==> src/rtl/mask_blinker_multi.sv <==
// Multi-channel LED pattern blinker: NUM_CH loadable shift patterns stepped on a
// shared prescaler tick, each in loop (rotate) or one-shot (shift out) mode.
module mask_blinker_multi #(
  parameter int NUM_CH    = 4,
  parameter int CH_BITS   = 2,
  parameter int MASK_BITS = 8,
  parameter int CLK_BITS  = 7
) (
  input  logic                 i_clk,
  input  logic                 RST_I,
  input  logic                 STB_I,
  input  logic [CH_BITS-1:0]   ADR_I,
  input  logic [MASK_BITS-1:0] DAT_I,
  input  logic                 MODE_I,
  output logic                 ACK_O,
  output logic [NUM_CH-1:0]    o_led,
  output logic [NUM_CH-1:0]    o_busy
);
  localparam int                STEP_W    = $clog2(MASK_BITS + 1);
  localparam logic [STEP_W-1:0] STEP_LAST = STEP_W'(MASK_BITS);

  logic [CLK_BITS-1:0] presc;
  logic                tick;
  logic                load_acc;

  assign tick     = &presc;
  // A strobe seen while the previous ack is still high is the same transfer.
  assign load_acc = STB_I & ~ACK_O;

  always_ff @(posedge i_clk) begin
    if (RST_I) begin
      presc <= '0;
      ACK_O <= 1'b0;
    end else begin
      presc <= presc + CLK_BITS'(1);
      ACK_O <= load_acc;
    end
  end

  for (genvar g = 0; g < NUM_CH; g++) begin : g_ch
    // Out-of-range addresses never match any channel, so they ack with no effect.
    localparam logic [CH_BITS-1:0] CH_ADR = CH_BITS'(g);

    logic [MASK_BITS-1:0] sh;
    logic                 mode;
    logic [STEP_W-1:0]    step;
    logic                 busy;
    logic                 hit;

    assign hit = load_acc && (ADR_I == CH_ADR);

    always_ff @(posedge i_clk) begin
      if (RST_I) begin
        sh   <= '0;
        mode <= 1'b0;
        step <= '0;
        busy <= 1'b0;
      end else if (hit) begin
        sh   <= DAT_I;
        mode <= MODE_I;
        step <= '0;
        busy <= |DAT_I;
      end else if (tick) begin
        if (!mode) begin
          sh <= {sh[MASK_BITS-2:0], sh[MASK_BITS-1]};
        end else if (busy) begin
          sh   <= {sh[MASK_BITS-2:0], 1'b0};
          step <= step + STEP_W'(1);
          busy <= (step + STEP_W'(1)) != STEP_LAST;
        end
      end
    end

    assign o_led[g]  = sh[MASK_BITS-1];
    assign o_busy[g] = busy;
  end

endmodule

==> config.mk <==
export PLATFORM = sky130hd
export DESIGN_NAME = mask_blinker_multi
export DESIGN_NICKNAME = d
export VERILOG_FILES = /design/src/rtl/mask_blinker_multi.sv
export SDC_FILE = /design/constraint.sdc
export NUM_CORES = 1
export LEC_CHECK = 0
export CAP_MARGIN = 20
export CORE_MARGIN = 2
export CORE_UTILIZATION = 50
export DETAILED_ROUTE_END_ITERATION = 12
export HOLD_SLACK_MARGIN = 0.15
export PLACE_DENSITY = 0.8
export SYNTH_ARGS = -nofsm -noshare
export SYNTH_HDL_FRONTEND = slang
export SYNTH_SLANG_ARGS = --single-unit
==> constraint.sdc <==
create_clock -name i_clk -period 2.9 [get_ports i_clk]
set_clock_uncertainty 0.1 [all_clocks]
set_input_delay 0.58 -clock i_clk [delete_from_list [all_inputs] [get_ports i_clk]]
set_output_delay 0.58 -clock i_clk [all_outputs]
set_load 0.01 [all_outputs]
==> flow_summary.toml, run 1 <==
[critical_path]
path_delay_family = "simple AND/OR/NAND/NOR gates"
cp_num_buf_inv = 1
end_kind = "flip-flop"
cp.arrival_ns = 2.37
crit_type = "in2reg"
crit_path_max_fanout = 18
critical_path.slowest_cell = "or4b_1"
crit_path_max_incr_delay_ns = 0.87
startpoint_type = "input pin"
reg2reg_slack_ns = 0.67
cp.required_ns = 3.00
crit_path_cell_trace = "clkdlybuf4s50_1 -> or4b_1 -> o21ai_0 -> a31oi_1"

[clocking]
cts.path.max_buffers = 2
cts_hold_buffers = 0
postCtsSetupBuffers = 0
numCtsBuffers = 9
cts.htree.levels = 3
cts_tree = "yes"
clk_latency_ns = 0.34
cts_resized = 0
cts_sinks = 64
cts_root_buffer = "clkbuf_8"
clk_pin_slew_ns = 0.07

[synth]
synth_area_leaders = "dfxtp_1 (38%), o31ai_1 (9.3%), nand4_1 (6.9%), o21ai_0 (6.2%), a31oi_1 (5.9%)"
netlist_top_cells_count = "dfxtp_1 (64), o21ai_0 (42), o31ai_1 (42)"
synth.distinct_cells = 41
avgSynthCellArea_um2 = 8.43
netlist_instances = 400
syn_area_um2 = 3370
seq_area_frac_synth_pct = 38.0
synth_top_area_cell = "dfxtp_1"
synth_top_area_share_pct = 38.0
syn-num-nets = 419
synth_edf_count = 0
ys_warn_count = 0
async_flop_share_pct = 0
synth-main-ff-cell = "dfxtp_1"
synth_most_common_cell = "dfxtp_1"
synth_seq_cells = 64

[route]
wire_per_inst_um = 17.7
drc = 0
first_pass_iters = 5
ant_nets = 0
drt_iter0_drc = 369
vias_per_cell = 6.68
num_vias = 3185
wl_um = 8440

[cells_and_area]
areaGrowthSynthToFinish_pct = 9.01
instances_no_fill = 477
n_antenna_cell = 0
stdcell_area_um2 = 3680
fin_nets = 415
final_util_pct = 57.3
nFillCells = 610
regArea_um2 = 1280
multi_input_area_um2 = 1810
drive_gt1_share_pct = 7.50

[power_and_ir_drop]
p_leak_nw = 1.09
total_power_mw = 1.77
powerDensity_nw_per_um2 = 481
vdd_drop_max_v = 0.000313

[timing]
rsz0062_at_grt = "false"
fin_ws_ns = 0.634
setup_viol_count_final = 0
worst_slew_pin_slew_ns = 0.741
fmax_ghz = 0.441
tns_ns = 0
hold_ws_ns = 0.355
relSlewSlack_pct = 50.3
drv_slew = 0
hold_violations = 0
period_minus_slack_ns = 2.27
min_period_over_period_pct = 78.1

[place]
dpl_cell_area_um2 = 3510
dp_cells = 462
dp_hpwl_um = 5280
portBuffers = 22
place_ws_ns = 0.331
gp_congestion = 0.754

[global_routing]
grt_pass1_wl_um = 14100
grt_max_degree = 47
antenna_found_initial = 0
grt.total_usage_pct = 23.4
overflow = 0
grt_pass1_vias = 2954

[die]
die_area_um2 = 7420
core-area_um2 = 6420
ios = 23
dieWidth_um = 86.1
die_h_um = 86.1
rows = 29
initial_utilization_pct = 52.5

[outcome]
status = "complete, no violations"

[min_path]
hp-class = "reg2reg"

[run]
max_cap_viol_count = 0
[logic make-up after synthesis]
| family | count (synthesis) | synth area share (%) |
|---|---|---|
| muxes | 2 | 0.593 |
| adders and majority gates | 5 | 1.85 |
| DFF | 64 | 38.0 |
| xor gates and xnor gates | 3 | 0.779 |
| AOI/OAI and AO/OA | 148 | 27.6 |
| buffers and inverters | 55 | 8.46 |
| and+or+nand+nor | 123 | 22.7 |
[cell type report]
type                       instances  share of cell area, %
inverter                           9                  0.919
clock inverter                     4                  0.544
clock buffer                      11                   4.12
sequential                        64                   34.8
tap                               77                   2.62
multi-input combinational        281                   49.1
timing repair buffer              31                   7.83
[placed cells by master, fill, tap and decap left out, types with 11 or more instances in the layout]
cell type and count:
dfxtp_1 64, o31ai_1 42, o21ai_0 42, nand4_1 37
a31oi_1 32, clkdlybuf4s50_1 22, nand2_1 21, a21oi_1 20
or3_1 11, clkbuf_8 11
[report_power, final]
part / leakage (nW) / internal (mW) / switching, mW
Combinational: 0.479 / 0.0657 / 0.0813
Sequential: 0.521 / 0.910 / 0.0260
Clock: 0.0947 / 0.346 / 0.340
Total: 1.09 / 1.32 / 0.447
[worst reg2reg max path, stage by stage, from the launching register on]
cell and delay (ns):
dfxtp_1 0.36, ha_1 0.41, nand4_4 0.42, buf_4 0.37, o31ai_1 0.29, a31oi_1 0.12
[flip-flops by register name (all words and copies together) (netlist names)]
signal     cells
g_ch.mode      4
g_ch.step     16
presc          7
g_ch.sh       32
g_ch.busy      4
ACK_O          1
[layer usage]
layer	share of wire [%]	GRT usage (%)	routed length (um)
met5	0	0	0
met2	47	38.1	3960
met1	46	30.8	3860
met3	5.9	5.20	499
met4	1.3	7.79	112
[path summary, 6_finish.rpt]
path                  from  cells after the start       endpoint
setup / recovery  ADR_I[0]                      4  g_ch[0].sh[3]
setup reg to reg  presc[0]                      5  g_ch[1].sh[1]
hold reg to reg   presc[0]                      1       presc[0]
hold / removal    presc[0]                      1       presc[0]
No activity file was read; power rests on OpenSTA's default activity.
==> run 2, diff against run 1 <==
PLACE_DENSITY = 0.83   (was 0.8)
clock period = 1.95 ns   (was 2.9 ns; I/O delays follow)
==> flow_summary.toml, run 2 (same netlist as run 1, synthesis figures left out) <==
[outcome]
status = "complete, no violations"

[power_and_ir_drop]
total_power_mw = 2.61
vdd_drop_max_v = 0.000412
powerDensity_nw_per_um2 = 674
p_leak_nw = 1.20

[cells_and_area]
instances_no_fill = 497
reg_top3 = "g_ch.sh x32, g_ch.step x16, presc x7"
areaGrowthSynthToFinish_pct = 14.9
fin_nets = 436
n_antenna_cell = 0
drive_gt1_share_pct = 11.4
final_cell_mix = "dfxtp_1 (63), o31ai_1 (42), o21ai_0 (42), nand4_1 (37), a31oi_1 (32)"
layout_commonest_cell = "dfxtp_1"
final_util_pct = 60.3
regMostFlops = "g_ch.sh"
largest_register_ff_count = 32

[timing]
relSlewSlack_pct = 59.0
drv_slew = 0
setup_viol_count_final = 0
fmax_ghz = 0.542
hold_violations = 0
fin_ws_ns = 0.106
min_period_over_period_pct = 94.6
hold_ws_ns = 0.351
period_minus_slack_ns = 1.84
worst_slew_pin_slew_ns = 0.614

[clocking]
cts_resized = 0
clk_latency_ns = 0.35
cts_tree = "yes"
clk_pin_slew_ns = 0.06
numCtsBuffers = 9
cts.htree.levels = 3
cts.path.max_buffers = 2
cts_sinks = 64
postCtsSetupBuffers = 0
cts_root_buffer = "clkbuf_8"
cts_hold_buffers = 0

[critical_path]
crit_type = "reg2out"
cp.required_ns = 1.46
path_delay_family = "buffers and inverters"
end_kind = "output port"
critical_path.slowest_cell = "clkdlybuf4s50_1"
startpoint_type = "flip-flop"
cp.arrival_ns = 1.35
crit_path_cell_trace = "clkdlybuf4s50_1"
crit_path_max_fanout = 5
cp_num_buf_inv = 1
crit_path_max_incr_delay_ns = 0.57

[die]
die_h_um = 86.1
die_area_um2 = 7420
dieWidth_um = 86.1
ios = 23
core-area_um2 = 6420
rows = 29
initial_utilization_pct = 52.5

[global_routing]
antenna_found_initial = 0
grt.total_usage_pct = 23.9
grt_pass1_wl_um = 14200
overflow = 0
grt_max_degree = 47
grt_pass1_vias = 3030

[place]
dp_cells = 482
gp_congestion = 0.834
dp_hpwl_um = 5580
place_ws_ns = -0.0785
portBuffers = 22

[run]
max_cap_viol_count = 0

[route]
first_pass_iters = 5
ant_nets = 0
drc = 0
drt_iter0_drc = 227
wire_per_inst_um = 17.7
vias_per_cell = 6.70
wl_um = 8770
num_vias = 3332

[min_path]
hp-class = "reg2reg"
[run 2: changes by cell type in the layout (fill, tap and decap cells not counted), sizes merged]
cell / delta
buf: +20
clkbuf: +2
clkinv: -3
nand4: +1
[run 2: power by group]
| part | internal, mW | switching (mW) |
|---|---|---|
| clock | 0.481 | 0.486 |
| combinational | 0.123 | 0.132 |
| sequential | 1.35 | 0.0370 |
[run 2: area by class of cell]
type                    instances  area (um2)
clock buffers                  13         149
clock inverters                 1        5.00
fillers                       575        2550
inverters                       9        33.8
multi-input cells             282        1820
flip-flops and latches         64        1280
well taps                      77        96.3
repair buffers                 51         488
[run 2: metal layers]
layer  share of wire [%]  vias up  global-route usage, %
li1                    -     1586                      -
met1                  43     1584                   30.5
met2                  48      143                   37.2
met3                 7.3       19                   7.41
met4                 2.0        0                   10.2
met5                   0        -                      0
[run 2: metrics by stage]
step / instance area (um2) / TNS [ns]
final: 3870 / 0
after global placement: 3710 / -0.0853
after floorplan: 3370 / 0
after CTS: 3860 / 0
after global routing: 3870 / -0.00546
after detailed placement: 3710 / -0.759
[run 2: final timing paths]
check               start               to  slack, ns  depth (start not counted)
max          g_ch[2].busy        o_busy[2]       0.11                          1
min              presc[0]         presc[0]       0.35                          1
max reg2reg      presc[0]  g_ch[3].step[0]       0.14                          5
min reg2reg      presc[0]         presc[0]       0.35                          1
==> run 3, diff against run 2 <==
PLACE_DENSITY = 0.72   (was 0.83)
==> flow_summary.toml, run 3 (same netlist as run 1, synthesis figures left out) <==
[outcome]
status = "complete, no violations"

[clocking]
cts.path.max_buffers = 2
cts.htree.levels = 3
clk_latency_ns = 0.34
cts_root_buffer = "clkbuf_8"
cts_sinks = 64
numCtsBuffers = 9
clk_pin_slew_ns = 0.06
cts_tree = "yes"

[power_and_ir_drop]
vdd_drop_max_v = 0.000448
clockPowerShare_pct = 38.3
p_leak_nw = 1.25
p_seq_share_pct = 52.0
powerDensity_nw_per_um2 = 676
sw_frac_of_total_pct = 24.0
comb_power_share_pct = 9.7
p_sw_mw = 0.642
p_int_mw = 2.04
total_power_mw = 2.68

[cells_and_area]
largest_register_ff_count = 32
n_antenna_cell = 0
final_cell_mix = "dfxtp_1 (63), o31ai_1 (42), o21ai_0 (42), nand4_1 (37), a31oi_1 (32)"
multi_input_area_um2 = 1820
regMostFlops = "g_ch.sh"
nFillCells = 551
areaGrowthSynthToFinish_pct = 17.4
layout_commonest_cell = "dfxtp_1"
stdcell_area_um2 = 3960
final_util_pct = 61.7
reg_top3 = "g_ch.sh x32, g_ch.step x16, presc x7"
drive_gt1_share_pct = 13.1
fin_nets = 443
regArea_um2 = 1280

[route]
vias_per_cell = 6.47
ant_nets = 0
first_pass_iters = 5
drt_iter0_drc = 253
drc = 0
wire_per_inst_um = 17.9
num_vias = 3259
wl_um = 9010

[die]
dieWidth_um = 86.1
ios = 23
initial_utilization_pct = 52.5
die_area_um2 = 7420
rows = 29
die_h_um = 86.1
core-area_um2 = 6420

[place]
dp_hpwl_um = 5740
dpl_cell_area_um2 = 3770
portBuffers = 22
gp_congestion = 0.857

[critical_path]
path_delay_family = "buffers and inverters"
critical_path.slowest_cell = "clkdlybuf4s50_1"
crit_path_max_incr_delay_ns = 0.58
startpoint_type = "flip-flop"
crit_path_max_fanout = 6
cp.required_ns = 1.46
crit_path_cell_trace = "clkdlybuf4s50_1"
crit_type = "reg2out"
cp_num_buf_inv = 1
cp.arrival_ns = 1.37
end_kind = "output port"

[timing]
setup_viol_count_final = 0
rsz0062_at_grt = "false"
relSlewSlack_pct = 58.4
fmax_ghz = 0.537
min_period_over_period_pct = 95.5
worst_slew_pin_slew_ns = 0.622
hold_ws_ns = 0.353
hold_violations = 0
drv_slew = 0
period_minus_slack_ns = 1.86

[global_routing]
grt_pass1_wl_um = 15000
grt_max_degree = 47
grt_pass1_vias = 3088
grt.total_usage_pct = 25.3
overflow = 0
antenna_found_initial = 0

[run]
max_cap_viol_count = 0

[min_path]
hp-class = "reg2reg"
## run 3: changes by cell type in the layout (fill, tap and decap cells not counted), sizes merged
cell	before	now
buf	29	36
clkbuf	13	14
clkinv	2	1
## run 3: final timing paths
kind                      from            to  slack [ns]  depth (start not counted)
setup / recovery  g_ch[3].busy     o_busy[3]        0.09                          1
hold / removal        presc[0]      presc[0]        0.35                          1
setup reg to reg      presc[0]  g_ch[0].busy        0.12                          5
hold reg to reg       presc[0]      presc[0]        0.35                          1
## run 3: power by group through the flow
| stage | Combinational [mW] | Sequential [mW] | Clock, mW |
|---|---|---|---|
| 2_1_floorplan | 0.142 | 1.41 | 0 |
| 3_3_place_gp | 0.251 | 1.42 | 0 |
| 3_5_place_dp | 0.257 | 1.42 | 0 |
| 4_1_cts | 0.258 | 1.39 | 1.05 |
| 5_1_grt | 0.285 | 1.40 | 1.12 |
| 6_report | 0.260 | 1.39 | 1.03 |
## run 3: layout make-up
type	instances	share of cell area, %
multi-input cells	282	46.0
clock buffers	14	4.36
inverters	9	0.853
flip-flops and latches	64	32.4
repair buffers	58	14.0
well taps	77	2.43
## run 3: per-layer routing
| layer | share of wire (%) | vias to the layer above | track usage [%] |
|---|---|---|---|
| met5 | 0 | - | 0 |
| met4 | 1.6 | 0 | 8.80 |
| met3 | 4.5 | 12 | 6.83 |
| met2 | 48 | 87 | 40.0 |
| met1 | 46 | 1559 | 33.3 |
| li1 | - | 1601 | - |
## run 3: metrics by stage
stage               setup TNS (ns)  setup slack [ns]  instances
floorplan                        0             0.302        400
global placement            -0.149           -0.0351        489
detailed placement          -0.351           -0.0575        489
CTS                              0            0.0357        503
global route                     0            0.0162        504
finish                           0            0.0876        504
## run 3: worst register-to-register path: stages (launching register included)
cell and delay, ns:
dfxtp_1 0.36, ha_1 0.28, buf_4 0.20, nand4_1 0.11
a2111oi_0 0.53, o31ai_1 0.12
## run 3: repair_timing
action,CTS,global route
hold buffers,0,0
buffers inserted,0,0
endpoints found under the setup margin,0,12
resized for setup,0,3
